**src/rtl/bus_arbiter_if.sv**
```systemverilog
// Arbitration and shared-bus strobe signals for bus_arbiter.
// master = arbiter side (drives grants and strobes), slave = requester/bus side.
interface bus_arbiter_if;
  logic [3:0] request;
  logic [3:0] grant;
  logic       begin_transaction_in;
  logic       end_transaction_in;
  logic       end_transaction_out;
  logic       bus_error_out;
  logic       bus_busy;
  logic [1:0] owner;

  modport master (
    input  request, begin_transaction_in, end_transaction_in,
    output grant, end_transaction_out, bus_error_out, bus_busy, owner
  );

  modport slave (
    output request, begin_transaction_in, end_transaction_in,
    input  grant, end_transaction_out, bus_error_out, bus_busy, owner
  );
endinterface

```
**src/rtl/bus_arbiter.sv**
```systemverilog
// Four-master round-robin shared-bus arbiter with begin-timeout and optional
// ownership watchdog (enable with macro BUS_ARBITER_OWN_TIMEOUT_EN).
module bus_arbiter #(
  parameter int unsigned BEGIN_TIMEOUT = 16,
  parameter int unsigned OWN_TIMEOUT   = 1024
) (
  input  logic          clk_i,
  input  logic          rst_i,
  bus_arbiter_if.master bus
);

  typedef enum logic [1:0] {
    IDLE       = 2'd0,
    GRANT      = 2'd1,
    WAIT_BEGIN = 2'd2,
    OWNED      = 2'd3
  } state_e;

  localparam logic [10:0] CNT_MAX    = '1;
  localparam logic [10:0] BEGIN_LAST = 11'(BEGIN_TIMEOUT - 1);
  localparam logic [10:0] OWN_LAST   = 11'(OWN_TIMEOUT - 1);

`ifdef BUS_ARBITER_OWN_TIMEOUT_EN
  localparam bit WDOG_EN = 1'b1;
`else
  // Watchdog disabled: strobe register has a constant-0 input and folds away.
  localparam bit WDOG_EN = 1'b0;
`endif

  state_e      state_q, state_d;
  logic [3:0]  grant_q, grant_d;
  logic [1:0]  owner_q, owner_d;
  logic [10:0] cnt_q,   cnt_d;
  logic        strobe_q, strobe_d;
  logic [1:0]  winner;

  // Scan from lowest to highest priority so the last hit (owner+1 side) wins.
  always_comb begin
    winner = owner_q;
    for (int k = 3; k >= 0; k--) begin
      if (bus.request[owner_q + 2'(k) + 2'd1]) begin
        winner = owner_q + 2'(k) + 2'd1;
      end
    end
  end

  always_comb begin
    // NOTE: every output of a combinational block gets a default first, so no
    // path through the case can leave a variable unassigned and infer a latch.
    state_d  = state_q;
    grant_d  = '0;
    owner_d  = owner_q;
    strobe_d = 1'b0;

    case (state_q)
      IDLE: begin
        if (|bus.request) begin
          state_d = GRANT;
          grant_d = 4'b0001 << winner;
          owner_d = winner;
        end
      end
      GRANT: state_d = WAIT_BEGIN;
      WAIT_BEGIN: begin
        if (bus.begin_transaction_in) begin
          state_d = OWNED;
        end else if (cnt_q >= BEGIN_LAST) begin
          state_d = IDLE;
        end
      end
      OWNED: begin
        if (bus.end_transaction_in) begin
          state_d = IDLE;
        end else if (WDOG_EN && cnt_q >= OWN_LAST) begin
          state_d  = IDLE;
          strobe_d = 1'b1;
        end
      end
      default: state_d = IDLE;
    endcase

    if (state_d != state_q) begin
      cnt_d = '0;
    end else if (cnt_q == CNT_MAX) begin
      cnt_d = cnt_q;
    end else begin
      cnt_d = cnt_q + 11'd1;
    end
  end

  // NOTE: sequential state uses non-blocking assignments so every register
  // samples the pre-edge values, independent of statement order.
  always_ff @(posedge clk_i or posedge rst_i) begin
    if (rst_i) begin
      state_q  <= IDLE;
      grant_q  <= '0;
      owner_q  <= 2'd3;
      cnt_q    <= '0;
      strobe_q <= 1'b0;
    end else begin
      state_q  <= state_d;
      grant_q  <= grant_d;
      owner_q  <= owner_d;
      cnt_q    <= cnt_d;
      strobe_q <= strobe_d;
    end
  end

  assign bus.grant               = grant_q;
  assign bus.owner               = owner_q;
  assign bus.bus_busy            = (state_q != IDLE);
  assign bus.end_transaction_out = strobe_q;
  assign bus.bus_error_out       = strobe_q;

endmodule

```
**src/flat_wrapper.sv**
```systemverilog
// flat-port wrapper written by rule: the top's interface ports become plain ports
module bus_arbiter_flat 
#(
  parameter int unsigned BEGIN_TIMEOUT = 16,
  parameter int unsigned OWN_TIMEOUT   = 1024
)
  (clk_i, rst_i, bus_request, bus_begin_transaction_in, bus_end_transaction_in, bus_grant, bus_end_transaction_out, bus_bus_error_out, bus_bus_busy, bus_owner);
  bus_arbiter_if bus_i ();
  input  logic clk_i;
  input  logic rst_i;
  input wire logic [$bits(bus_i.request)-1:0] bus_request;
  input wire logic [$bits(bus_i.begin_transaction_in)-1:0] bus_begin_transaction_in;
  input wire logic [$bits(bus_i.end_transaction_in)-1:0] bus_end_transaction_in;
  output wire logic [$bits(bus_i.grant)-1:0] bus_grant;
  output wire logic [$bits(bus_i.end_transaction_out)-1:0] bus_end_transaction_out;
  output wire logic [$bits(bus_i.bus_error_out)-1:0] bus_bus_error_out;
  output wire logic [$bits(bus_i.bus_busy)-1:0] bus_bus_busy;
  output wire logic [$bits(bus_i.owner)-1:0] bus_owner;
  assign bus_i.request = bus_request;
  assign bus_i.begin_transaction_in = bus_begin_transaction_in;
  assign bus_i.end_transaction_in = bus_end_transaction_in;
  assign bus_grant = bus_i.grant;
  assign bus_end_transaction_out = bus_i.end_transaction_out;
  assign bus_bus_error_out = bus_i.bus_error_out;
  assign bus_bus_busy = bus_i.bus_busy;
  assign bus_owner = bus_i.owner;
  bus_arbiter #(.BEGIN_TIMEOUT(BEGIN_TIMEOUT), .OWN_TIMEOUT(OWN_TIMEOUT)) u_core (.clk_i(clk_i), .rst_i(rst_i), .bus(bus_i));
endmodule
```
**config.mk**
```make
export PLATFORM = sky130hd
export DESIGN_NAME = bus_arbiter_flat
export DESIGN_NICKNAME = d
export VERILOG_FILES = /design/src/rtl/bus_arbiter_if.sv /design/src/rtl/bus_arbiter.sv /design/src/flat_wrapper.sv
export SDC_FILE = /design/constraint.sdc
export NUM_CORES = 1
export LEC_CHECK = 0
export ABC_CLOCK_PERIOD_IN_PS = 4100
export BUFFER_PORTS_ARGS = -buffer_cell sky130_fd_sc_hd__buf_2
export CORE_ASPECT_RATIO = 0.75
export CORE_UTILIZATION = 58
export DETAILED_ROUTE_END_ITERATION = 10
export GPL_TIMING_DRIVEN = 0
export PLACE_DENSITY = 0.9
export SLEW_MARGIN = 25
export SYNTH_ARGS = -nofsm -noshare
export SYNTH_HDL_FRONTEND = slang
export SYNTH_SLANG_ARGS = --single-unit
export TNS_END_PERCENT = 20
```
**constraint.sdc**
```tcl
create_clock -name clk_i -period 4.1 [get_ports clk_i]
set_input_delay 0 -clock clk_i [delete_from_list [all_inputs] [get_ports clk_i]]
set_output_delay 0 -clock clk_i [all_outputs]
set_load 0.02 [all_outputs]
```
==> results of run 1 <==
-- worst min-delay path by stage --
stage / end / slack [ps] / from
2_1_floorplan: u_core.bus.grant[0] / -50 / rst_i
3_3_place_gp: u_core.cnt_q[2] / 150 / rst_i
3_5_place_dp: u_core.cnt_q[2] / 150 / rst_i
4_1_cts: u_core.state_q[1] / 60 / bus_end_transaction_in
5_1_grt: u_core.state_q[1] / 90 / bus_end_transaction_in
6_report: u_core.state_q[1] / 70 / bus_end_transaction_in
-- critical path, delay by kind of cell, from the launching register on --
| kind | cells | cell delay [ps] |
|---|---|---|
| flops | 1 | 460 |
| simple gates | 3 | 1140 |
| compound gates | 1 | 230 |
-- power by group through the flow --
| stage | logic, W | clock network, W | registers, W |
|---|---|---|---|
| after floorplan | 0.000174 | 0 | 0.000281 |
| after global placement | 0.000245 | 0 | 0.000264 |
| after detailed placement | 0.000259 | 0 | 0.000267 |
| after CTS | 0.000260 | 0.0000979 | 0.000263 |
| after global routing | 0.000284 | 0.000104 | 0.000268 |
| final | 0.000260 | 0.0000996 | 0.000263 |
-- flip-flops by register name (all words and copies together), names as in the netlist --
signal / cells
u_core.bus.grant: 4
u_core.state_q: 2
u_core.bus.owner: 2
u_core.cnt_q: 11
-- area by class of cell --
| cell class | count | share of cell area (%) |
|---|---|---|
| timing repair buffer | 15 | 6.65 |
| inverter | 6 | 1.87 |
| sequential | 19 | 39.7 |
| multi-input combinational | 88 | 44.9 |
| tap | 22 | 2.28 |
| buffer | 4 | 2.49 |
| clock buffer | 4 | 2.18 |
-- repair_timing --
item / CTS / global route
endpoints found under the hold margin: 17 / 0
hold buffers: 1 / 0
resized for setup: 0 / 0
-- per-layer routing --
metal	vias to the layer above	track usage (%)	part of all wire [%]
met4	0	10.8	2.6
li1	450	-	-
met1	448	30.4	40
met2	54	48.1	49
met5	-	0	0
met3	11	7.45	8.3
-- through the flow --
| stage | cells | total power (W) |
|---|---|---|
| after floorplan | 117 | 0.000456 |
| after global placement | 153 | 0.000509 |
| after detailed placement | 153 | 0.000525 |
| after CTS | 158 | 0.000621 |
| after global routing | 158 | 0.000656 |
| final | 158 | 0.000623 |
-- kinds of logic (layout without fill, tap and decap cells) --
logic type	after synthesis	after routing
XOR/XNOR	3	3
multiplexers	4	4
other	1	2
AND/OR/NAND/NOR	55	55
adder cells (fa/ha/maj)	1	1
buffers and inverters	10	29
AO/OA/AOI/OAI	23	23
flip-flops	19	19
-- placed cells by master (no fill, tap or decap), types with 2 or more instances in the layout --
cell	instances
dfrtp_1	17
nor2_1	14
buf_2	14
nand2_1	9
nor3_1	7
inv_1	6
a21oi_1	5
o21ai_0	5
and3_1	4
nand4_1	4
a31oi_1	3
mux2i_1	3
or2_2	3
xor2_1	3
clkbuf_4	3
or2b_1	2
o31ai_1	2
clkbuf_1	2
buf_4	2
conb_1	2
dfstp_2	2
==> results.txt, run 1 <==
The layout-stage area growth over the synthesis result is 12.9%, and the post-placement cell area is 0.00117 mm^2. For this design the total switching power over the nets is 0.000245 W. In the final layout, flip-flops and latches occupy 478 um^2. After routing, the total negative slack on setup checks comes to 0 ps. Per report_power, the combinational group accounts for 41.8% of the total. Of the total synthesized cell area, the portion taken by full adders, half adders and majority gates is 1.17%. For the half-perimeter wire length of the detailed placement result, the log shows 1800 um. Class of the most critical hold timing path: primary input to flop. Final instance area: 0.00120 mm^2.

Setup violations remaining at the end of the flow were counted as 0. Summing the areas of all compound-gate instances in the mapped netlist gives 14.3% of the synthesized area. The number of enable flip-flop cells after synthesis is 0, and the proportion of netlist area held by the largest area contributor is 39.9%. The logs give 3740 um for the wire length of the first global-routing pass and 17.5 ps for the maximum clock skew at final layout. The proportion of register bits with asynchronous set or reset after synthesis was 100%. Counting I/O delays and the setup requirement, the final critical path takes 1880 ps. The master of the slowest instance on the critical path is nor4_2. Among all flip-flop cells after synthesis, the most frequent one is dfrtp_1. For the total standard cell area after synthesis, the log shows 0.00107 mm^2. The tools report the via count of the first global-routing pass as 848.

The highest fanout seen on the critical path is 6. In this run the horizontal extent of the chip is 51.5 um. For the pin with the worst max-slew slack, the measured transition is 726 ps.

In the final layout, the multi-input gates occupy 541 um^2. The clock drives 19 sinks. The most critical setup path has its startpoint at u_core.cnt_q[4].

The aggregate routed wire length came out at 2460 um. Sequential cells burn 42.2% of the power. For the internal reg-to-reg setup slack, the log shows 2220 ps. The fraction of layout cells with a size suffix above 1 was 23.5%. The sequential-to-total area share from yosys stat was 44.8%. After clock tree synthesis, the clock-pin slew on the worst setup and hold paths is 120 ps. 0 antenna diodes ended up in the layout. Yosys attributes the largest share of cell area to dfrtp_1 (40%), dfstp_2 (4.9%), nor2_1 (4.9%), nor3_1 (3.3%), nand2_1 (3.2%).

The number of I/O pins was 17; the synthesized area divided by synthesized cell count was 9.20 um^2. The Yosys step of the flow raised 0 warnings. The synthesized netlist devotes 2.46% of its cell area to XOR and XNOR gates. The portion of the clock cycle consumed by the worst path in the final layout is 45.9%. The post-detailed-route count of antenna-violating nets was 0; the power per cell area was 517 mW/mm^2. The run gives 136 as the count of filler cells inserted in the layout. By area, the combinational part of the netlist is dominated by simple AND/OR/NAND/NOR gates. The worst pin sits at a relative slew slack of 51.6%.

In this run, the number of DRC markers left after iteration 0 of detailed routing was 81. The total count of hold-check failures in the final report is 0. The clock network fraction of design power is 16.0%, and the final setup slack of the worst path is 2220 ps. The number of cell rows was 13; the cell count after synthesis was 116. The floorplan step defined a die boundary enclosing 0.00202 mm^2.

For this configuration, the core starts out at a cell density of 61.9%. STA puts the critical path data required time at 4340 ps. In the routed design, unresolved DRC markers number 0.

The final net count was 146; the maximum vdd drop was 0.421 mV. STA classifies the critical path startpoint as a flop. Hold is met by 73.1 ps. Internal power comes to 0.000378 W. In the routed layout, each cell is associated on average with a via count of 6.09. The run gives 1 as the maximum level of the CTS H-tree.

Setup repair after global routing left no endpoint under its margin. The run finished with clean final reports. TritonCTS built the clock tree.

The quantity of I/O buffers inserted on ports is 14. The cell taking the most area after synthesis was dfrtp_1. The number of distinct library cells after synthesis is 42, and the number of cells on the worst reg-to-reg path is 4. The tools report the global routing usage summed across all routing layers as 26.7%.

Counting along the longest clock path gives a buffer depth of 2. The average wire per standard cell is 15.6 um. Timing analysis after detailed placement gives a worst setup slack of 2250 ps. By count the netlist is led by dfrtp_1 (17), nor2_1 (14), nand2_1 (9), nor3_1 (7), inv_1 (6). The run gives 0 as the number of antenna violations at the first check in global routing. The routability congestion estimate was 0.866; the area of the core was 0.00172 mm^2. The startpoint identified for the worst register-to-register timing path is u_core.cnt_q[4].

The switching power share of the total is 39.3%. For the leakage power, the log shows 0.550 nW. On the worst path, the slowest cell contributes a delay of 680 ps.

The highest achievable clock rate was 531 MHz. The via count is 963, and the number of maximum-capacitance constraint violations is 0. By instance count, the leading cell after synthesis is dfrtp_1. Clock root buffer: clkbuf_4.

Summed over all layers, the global routing overflow is 0. The worst hold path passes through 3 cells. Pin count of the biggest net entering global routing: 20. The worst setup path is of the flop to flop kind.

Measured on the finished design, the core utilization comes to 69.9%. After synthesis the netlist holds a flip-flop and latch count of 19. The later pin in the worst-skew pair is clocked with a latency of 310 ps. The multiplexer share of the synthesized area is 3.87%, and the CTS buffer count is 3.

For the number of max-slew violations in the final report, the log shows 0. The endpoint of the most critical setup path was u_core.cnt_q[7]. The first TritonRoute pass finished after 4 iterations. STA puts the critical path data arrival time at 2120 ps. Walking the worst path, the cells encountered are nand4_1, nor4_2, nor3_1, a211oi_2.

The endpoint identified for the worst register-to-register timing path is u_core.cnt_q[7]. The total setup buffers inserted after CTS came out at 0. The worst setup path is captured at a flop. In this run the vertical extent of the chip is 39.2 um. Summing the areas of all and, or, nand and nor instances in the mapped netlist gives 28.1% of the synthesized area.
Power figures use the tool's default switching activity.
==> run 2: changes to the inputs <==
ABC_AREA = 1   (was unset)
ABC_CLOCK_PERIOD_IN_PS = 1700   (was 4100)
CORE_UTILIZATION = 50   (was 58)
PLACE_DENSITY = 0.83   (was 0.9)
clock period = 1.7 ns   (was 4.1 ns; I/O delays follow)
==> results.txt, run 2 <==
The tools report the number of design-rule violations left by the first detailed-router iteration as 61 (-25%). The number of cell rows is 15 (+2). The number of enable flip-flop cells after synthesis was 0 (unchanged).

The most common cell after layout, fill and taps aside is nand2_1. For the sequential-to-total area share from yosys stat, the log shows 39.1% (-5.7 points). The quantity of I/O buffers inserted on ports works out to 14 (unchanged).

Yosys attributes the largest share of cell area to dfrtp_1 (35%), nand2_1 (19%), nor2_1 (8.0%), nand3_1 (7.4%), inv_1 (7.4%). The logs give 300 ps (about the same) for the clock insertion delay at the later pin of the skew report and 1830 ps (-290 ps) for the arrival time reported for the critical path endpoint. The portion of the clock cycle consumed by the worst path in the final layout was 93.8% (+48 points). In the layout the commonest cells are nand2_1 (61), inv_1 (23), nor2_1 (23). After global routing, the most crowded layer is met2. The via count was 1162 (+21%). The classification of the worst setup path was flop to flop.

The sum of negative setup slack is 0 ps (unchanged). The pin count of the biggest net entering global routing is 20 (unchanged), and the highest fanout seen on the critical path is 6 (unchanged). The data required time at the worst endpoint is 1940 ps (-2400 ps), and the met1 layer usage reported by global route is 30.8% (+0.42 points). The worst register-to-register path ends at u_core.cnt_q[5]. Overall die area: 0.00265 mm^2 (+31%). The run gives 0.757 nW (+38%) as the leakage power.

The maximum clock path buffer count is 2 (unchanged), and the sequential cell area is 479 um^2 (+0.26%). For the maximum clock skew at final layout, the log shows 8.70 ps (-8.80 ps). For the wire length of the first global-routing pass, the log shows 4190 um (+12%). The run gives 627 MHz (+18%) as the highest achievable clock rate. The number of max-slew violations in the final report was 0 (unchanged); the count of filler cells inserted in the layout was 217 (+60%). Die boundary height: 44.8 um (+14%).

Final net count: 214 (+47%). The run gives 28 (-33%) as the number of distinct library cells after synthesis. Routability congestion estimate: 0.939 (+8.5%). The register with the most flip-flops in the final layout is u_core.cnt_q. TritonCTS built the clock tree. The overflow left after global routing is 0 (unchanged). The final setup slack of the worst path was 106 ps (-2110 ps). Met2 demand-to-capacity share in global routing: 31.4% (-17 points). The run gives 231 (+51%) as the total instance count after detailed placement. Cell taking the most area after synthesis: dfrtp_1. The run gives 0.00231 mm^2 (+34%) as the area of the core. Aggregate routed wire length: 2490 um (+1.1%).

The maximum vdd drop is 1.15 mV (+170%), and the count of synthesis-stage warnings from yosys is 0 (unchanged). Half-perimeter wire length of the detailed placement result: 1810 um (+0.96%). The initial standard-cell utilization of the core was 53.0% (-8.9 points). The number of I/O pins came out at 17 (unchanged).

The class of the most critical hold timing path is primary input to flop. The most frequent cell after synthesis is nand2_1. In the synthesized netlist, the cells that appear most often are nand2_1 (63), nor2_1 (26), inv_1 (24), nand3_1 (18), dfrtp_1 (17). The type of destination of the critical path is a flop. The flop and latch count out of synthesis was 19 (unchanged); the cell count after synthesis was 182 (+57%). Number of antenna repair diodes: 0 (unchanged). The most critical setup path has its endpoint at u_core.cnt_q[5].

The actual transition at the worst max-transition pin came out at 712 ps (-13.6 ps). The power per cell area is 1430 mW/mm^2 (+180%). Total setup violations reported at the end of the flow: 0 (unchanged). Number of cells on the worst reg-to-reg path: 10 (+6).

The post-detailed-route via-to-cell ratio was 4.88 (-20%); the post-layout minimum cycle time was 1590 ps (-289 ps). The post-CTS clock slew at the launch and capture registers of the worst setup and hold paths was 110 ps (about the same). The global routing usage summed across all routing layers is 21.3% (-5.4 points), and the number of antenna violations at the first check in global routing is 0 (unchanged). The number of sinks driven by the clock tree is 19 (unchanged).

From synthesis to final layout, the design area changed by 17.0%. The width of the die is 59.1 um (+15%). Primary flip-flop cell chosen by synthesis mapping: dfrtp_1.

The total count of hold-check failures in the final report is 0 (unchanged). The tools report the post-placement worst setup slack as -61.0 ps (-2320 ps). The run finished with clean final reports. The CTS buffer count came out at 3 (unchanged). The DRC violations left is 0 (unchanged), and the proportion of register bits with asynchronous set or reset after synthesis is 100% (unchanged). The startpoint identified for the worst register-to-register timing path is u_core.cnt_q[0]. Maximum level of the CTS H-tree: 1 (unchanged). The tools report the sort of element at the start of the critical path as a flop.

The synthesized area divided by synthesized cell count works out to 6.72 um^2 (-27%). The start point of the critical path is u_core.cnt_q[0]. The area taken by multi-input logic gates is 659 um^2 (+22%). The average wire per standard cell is 10.4 um (-33%). The post-route total power was 0.00205 W (+230%); the relative slew slack was 52.5% (+0.91 points). The proportion of netlist area held by the largest area contributor came out at 34.8% (-5.1 points). The run gives 0.00122 mm^2 (+15%) as the total standard cell area after synthesis. The number of maximum-capacitance constraint violations was 0 (unchanged). The logs give 4 (unchanged) for the number of search-and-repair iterations in the first detailed-routing pass and 0 (unchanged) for the post-detailed-route count of antenna-violating nets.

The logs give 5.16% (-2.3 points) for the met3 layer usage reported by global route and 110 ps (-2110 ps) for the internal reg-to-reg setup slack. The tools report the via count of the first global-routing pass as 981 (+16%). The flip-flop count of the largest register, all copies and words added came out at 11 (unchanged).

The tree is rooted in a clkbuf_4. Final cell count without fillers: 238 (+51%). The fraction of layout cells with a size suffix above 1 is 21.6% (-2.0 points).
run 2: logic make-up after synthesis:
group                      count (synthesis)  share of synthesized area [%]
AOI/OAI and AO/OA                          9                           4.71
xor gates and xnor gates                   2                           1.43
adders and majority gates                  1                           1.02
buffers and inverters                     30                           10.4
DFF                                       19                           39.1
other                                      1                          0.307
and+or+nand+nor                          120                           43.0
run 2: critical path, stage by stage, from the launching register on:
cell and delay [ps]:
dfrtp_2 450, ha_1 230, nand2_2 100, inv_2 50, nand2_2 60, nand2_1 50, nor2_1 110, nand2_1 110
nand3_4 160, nand3_1 100, nor2_1 120
run 2: cell type report:
cell class	count	share of cell area, %
multi-input combinational	134	46.1
sequential	19	33.5
inverter	26	7.00
timing repair buffer	17	6.65
tap	34	2.97
buffer	4	1.92
clock buffer	4	1.84
run 2: power by group:
part	switching [W]	leakage, nW	internal (W)	total (W)
Clock	0.000141	0.0150	0.0000915	0.000232
Combinational	0.000762	0.492	0.000386	0.00115
Sequential	0.0000950	0.250	0.000572	0.000667
run 2: worst min-delay path by stage:
stage,startpoint,endpoint,depth (start not counted)
floorplan,rst_i,u_core.bus.grant[0],1
CTS,bus_begin_transaction_in,u_core.state_q[0],5
global route,bus_begin_transaction_in,u_core.state_q[0],5
detailed placement,rst_i,u_core.bus.grant[1],2
global placement,rst_i,u_core.bus.grant[1],2
finish,bus_begin_transaction_in,u_core.state_q[0],5
run 2: timing repair:
item,in CTS,in global routing
pin swaps,0,3
hold endpoints to repair,17,0
endpoints found under the setup margin,7,11
setup buffers,0,2
gates resized for setup,1,10
hold buffers,1,0
run 2: layer usage:
metal  wire length (um)  share of wire, %
met1               1270                51
met2               1060                43
met4                 21              0.85
met3                136               5.5
met5                  0                 0
run 2: stage by stage:
stage	cell area, um^2	hold WS (ps)	utilization (%)
3_5_place_dp	1340	155	58.0
4_1_cts	1380	71.8	59.8
2_1_floorplan	1230	-50.4	-
6_report	1430	84.9	62.0
5_1_grt	1430	125	62.0
3_3_place_gp	1340	146	58.0
==> run 3: changes to the inputs <==
CORE_UTILIZATION = 53   (was 50)
CTS_BUF_LIST = sky130_fd_sc_hd__clkbuf_8   (was unset)
PLACE_DENSITY = 0.86   (was 0.83)
==> results.txt, run 3 (synthesis gave the netlist of run 2 again) <==
The final net count was 213 (-0.47%); the flip-flop count of the largest register, all copies and words added was 11 (unchanged). The leakage power is 0.768 nW (+1.4%). The power per cell area is 1490 mW/mm^2 (+4.0%).

The run gives 63 (+3.3%) as the number of design-rule violations left by the first detailed-router iteration. The logs give 1920 um (+5.8%) for the half-perimeter wire length of the detailed placement result and 2 (+2) for the DRC violations left. In the layout the commonest cells are nand2_1 (62), nor2_1 (25), inv_1 (24).

The width of the die is 57.5 um (-2.8%). The number of cell rows was 14 (-1). The highest fanout seen on the critical path is 10 (+4). The pin count of the biggest net entering global routing is 20 (unchanged), and the CTS buffer count is 3 (unchanged).

The post-route total power is 0.00211 W (+3.1%). The final instance area came out at 0.00142 mm^2 (-0.87%). The tools report the post-placement cell area as 0.00133 mm^2 (-0.93%). The tools report the number of sinks driven by the clock tree as 19 (unchanged). The total setup violations reported at the end of the flow is 0 (unchanged). For the maximum clock path buffer count, the log shows 2 (unchanged). The global routing usage summed across all routing layers is 23.1% (+1.8 points), and the worst hold slack is 112 ps (+27.6 ps).

The die boundary height was 43.6 um (-2.7%). The tree is rooted in a clkbuf_8. The via count of the first global-routing pass is 999 (+1.8%), and the number of maximum-capacitance constraint violations is 0 (unchanged). The run finished, with violations left. The overflow left after global routing is 0 (unchanged), and the post-route core utilization is 68.0% (+6.1 points). The run gives 0 (unchanged) as the number of max-slew violations in the final report. The post-CTS clock slew at the launch and capture registers of the worst setup and hold paths is 70 ps (-40 ps), and the area of the core is 0.00208 mm^2 (-9.7%). Post-detailed-route via-to-cell ratio: 5.09 (+4.3%). The run gives 0.933 mV (-19%) as the maximum vdd drop. For the initial standard-cell utilization of the core, the log shows 58.6% (+5.7 points). The quantity of I/O buffers inserted on ports was 14 (unchanged); the average wire per standard cell was 10.9 um (+4.6%). The run gives 53.4% (+0.97 points) as the relative slew slack.

For the clock insertion delay at the later pin of the skew report, the log shows 260 ps (-40 ps). Post-layout minimum cycle time: 1570 ps (-20.9 ps). The tools report the maximum level of the CTS H-tree as 1 (unchanged). The aggregate routed wire length came out at 2480 um (-0.20%). The total count of hold-check failures in the final report is 0 (unchanged). For the maximum clock skew at final layout, the log shows 4.53 ps (-4.18 ps). Register bank with the most flops: u_core.cnt_q. Setup repair after global routing could not meet its margin everywhere. The number of search-and-repair iterations in the first detailed-routing pass is 7 (+3), and the highest achievable clock rate is 636 MHz (+1.3%).

The tools report the number of antenna violations at the first check in global routing as 0 (unchanged). The tools report the number of I/O pins as 17 (unchanged). The layout-stage area growth over the synthesis result works out to 16.0%. STA classifies the critical path endpoint as a flop. The routability congestion estimate is 0.835 (-11%). TritonCTS built the clock tree. Arrival time reported for the critical path endpoint: 1720 ps (-110 ps). The logs give 4420 um (+5.6%) for the wire length of the first global-routing pass and 0.00250 mm^2 (-5.4%) for the overall die area.

For the number of antenna repair diodes, the log shows 0 (unchanged). The sort of element at the start of the critical path is a flop. The post-detailed-route count of antenna-violating nets was 0 (unchanged); the data required time at the worst endpoint was 1850 ps (-90 ps).

The critical path is of the flop to flop type. The library cell used most frequently in the layout, excluding fill and tap cells, is nand2_1. The final reports fail on DRC. The actual transition at the worst max-transition pin was 698 ps (-14.5 ps); the portion of the clock cycle consumed by the worst path in the final layout was 92.6% (-1.2 points). The class of the most critical hold timing path is primary input to flop. The fraction of layout cells with a size suffix above 1 is 19.7% (-1.9 points), and the via count is 1156 (-0.52%).
==> run 3: cell types whose count changed in the layout (fill, tap and decap cells not counted), sizes merged <==
cell | before | now
clkbuf | 4 | 3
clkinv | 0 | 1
buf | 20 | 19
==> run 3: worst max-delay path: stages, from the launching register on <==
cell and delay [ps]:
dfstp_2 540, buf_6 140, inv_4 60, nand2_1 70, nand2_1 90, nand2_2 100, nand3_1 110, o21a_1 200
nand2_1 100, nor2_1 60
==> run 3: stage by stage <==
stage | cells | setup TNS (ps) | worst slack [ps]
6_report | 227 | 0 | 126
5_1_grt | 227 | -17.0 | -17.0
4_1_cts | 226 | 0 | 4.41
3_5_place_dp | 221 | -264 | -59.6
3_3_place_gp | 221 | -145 | -31.7
2_1_floorplan | 183 | 0 | 203
==> run 3: repair_timing <==
action | in CTS | in global routing
hold buffers | 1 | 0
resized for setup | 1 | 6
pin swaps | 0 | 1
endpoints found under the setup margin | 7 | 17
hold endpoints to repair | 17 | 0
buffers inserted | 0 | 1
==> run 3: final timing paths <==
| check | startpoint | endpoint | slack (ps) | cells after the start |
|---|---|---|---|---|
| max | u_core.bus.owner[0] | u_core.bus.grant[3] | 130 | 9 |
| min | bus_begin_transaction_in | u_core.state_q[0] | 110 | 5 |
| max reg2reg | u_core.bus.owner[0] | u_core.bus.grant[3] | 130 | 9 |
| min reg2reg | u_core.bus.owner[1] | u_core.bus.owner[1] | 510 | 2 |
| max in group asynchronous | rst_i | u_core.cnt_q[0] | 830 | 3 |
| min in group asynchronous | rst_i | u_core.cnt_q[5] | 390 | 3 |
==> run 3: per-layer routing <==
layer  vias up  global-route usage, %  part of all wire, %
li1        605                      -                    -
met1       516                   34.4                   50
met2        33                   34.4                   42
met3         2                   6.57                  6.8
met4         0                   2.93                 0.52
met5         -                      0                    0
==> run 3: report_power, final <==
part / switching (W) / internal [W] / total, W
Sequential: 0.0000940 / 0.000573 / 0.000667
Clock: 0.000154 / 0.000163 / 0.000317
Combinational: 0.000752 / 0.000373 / 0.00113
Total: 0.00100 / 0.00111 / 0.00211
==> run 3: area by class of cell <==
| class | instances | area [um^2] |
|---|---|---|
| plain buffers | 4 | 31.3 |
| clock buffers | 3 | 41.3 |
| repair buffers | 16 | 87.6 |
| flip-flops and latches | 19 | 479 |
| inverters | 26 | 100 |
| fillers | 178 | 667 |
| well taps | 24 | 30.0 |
| clock inverters | 1 | 5.00 |
| multi-input cells | 134 | 643 |
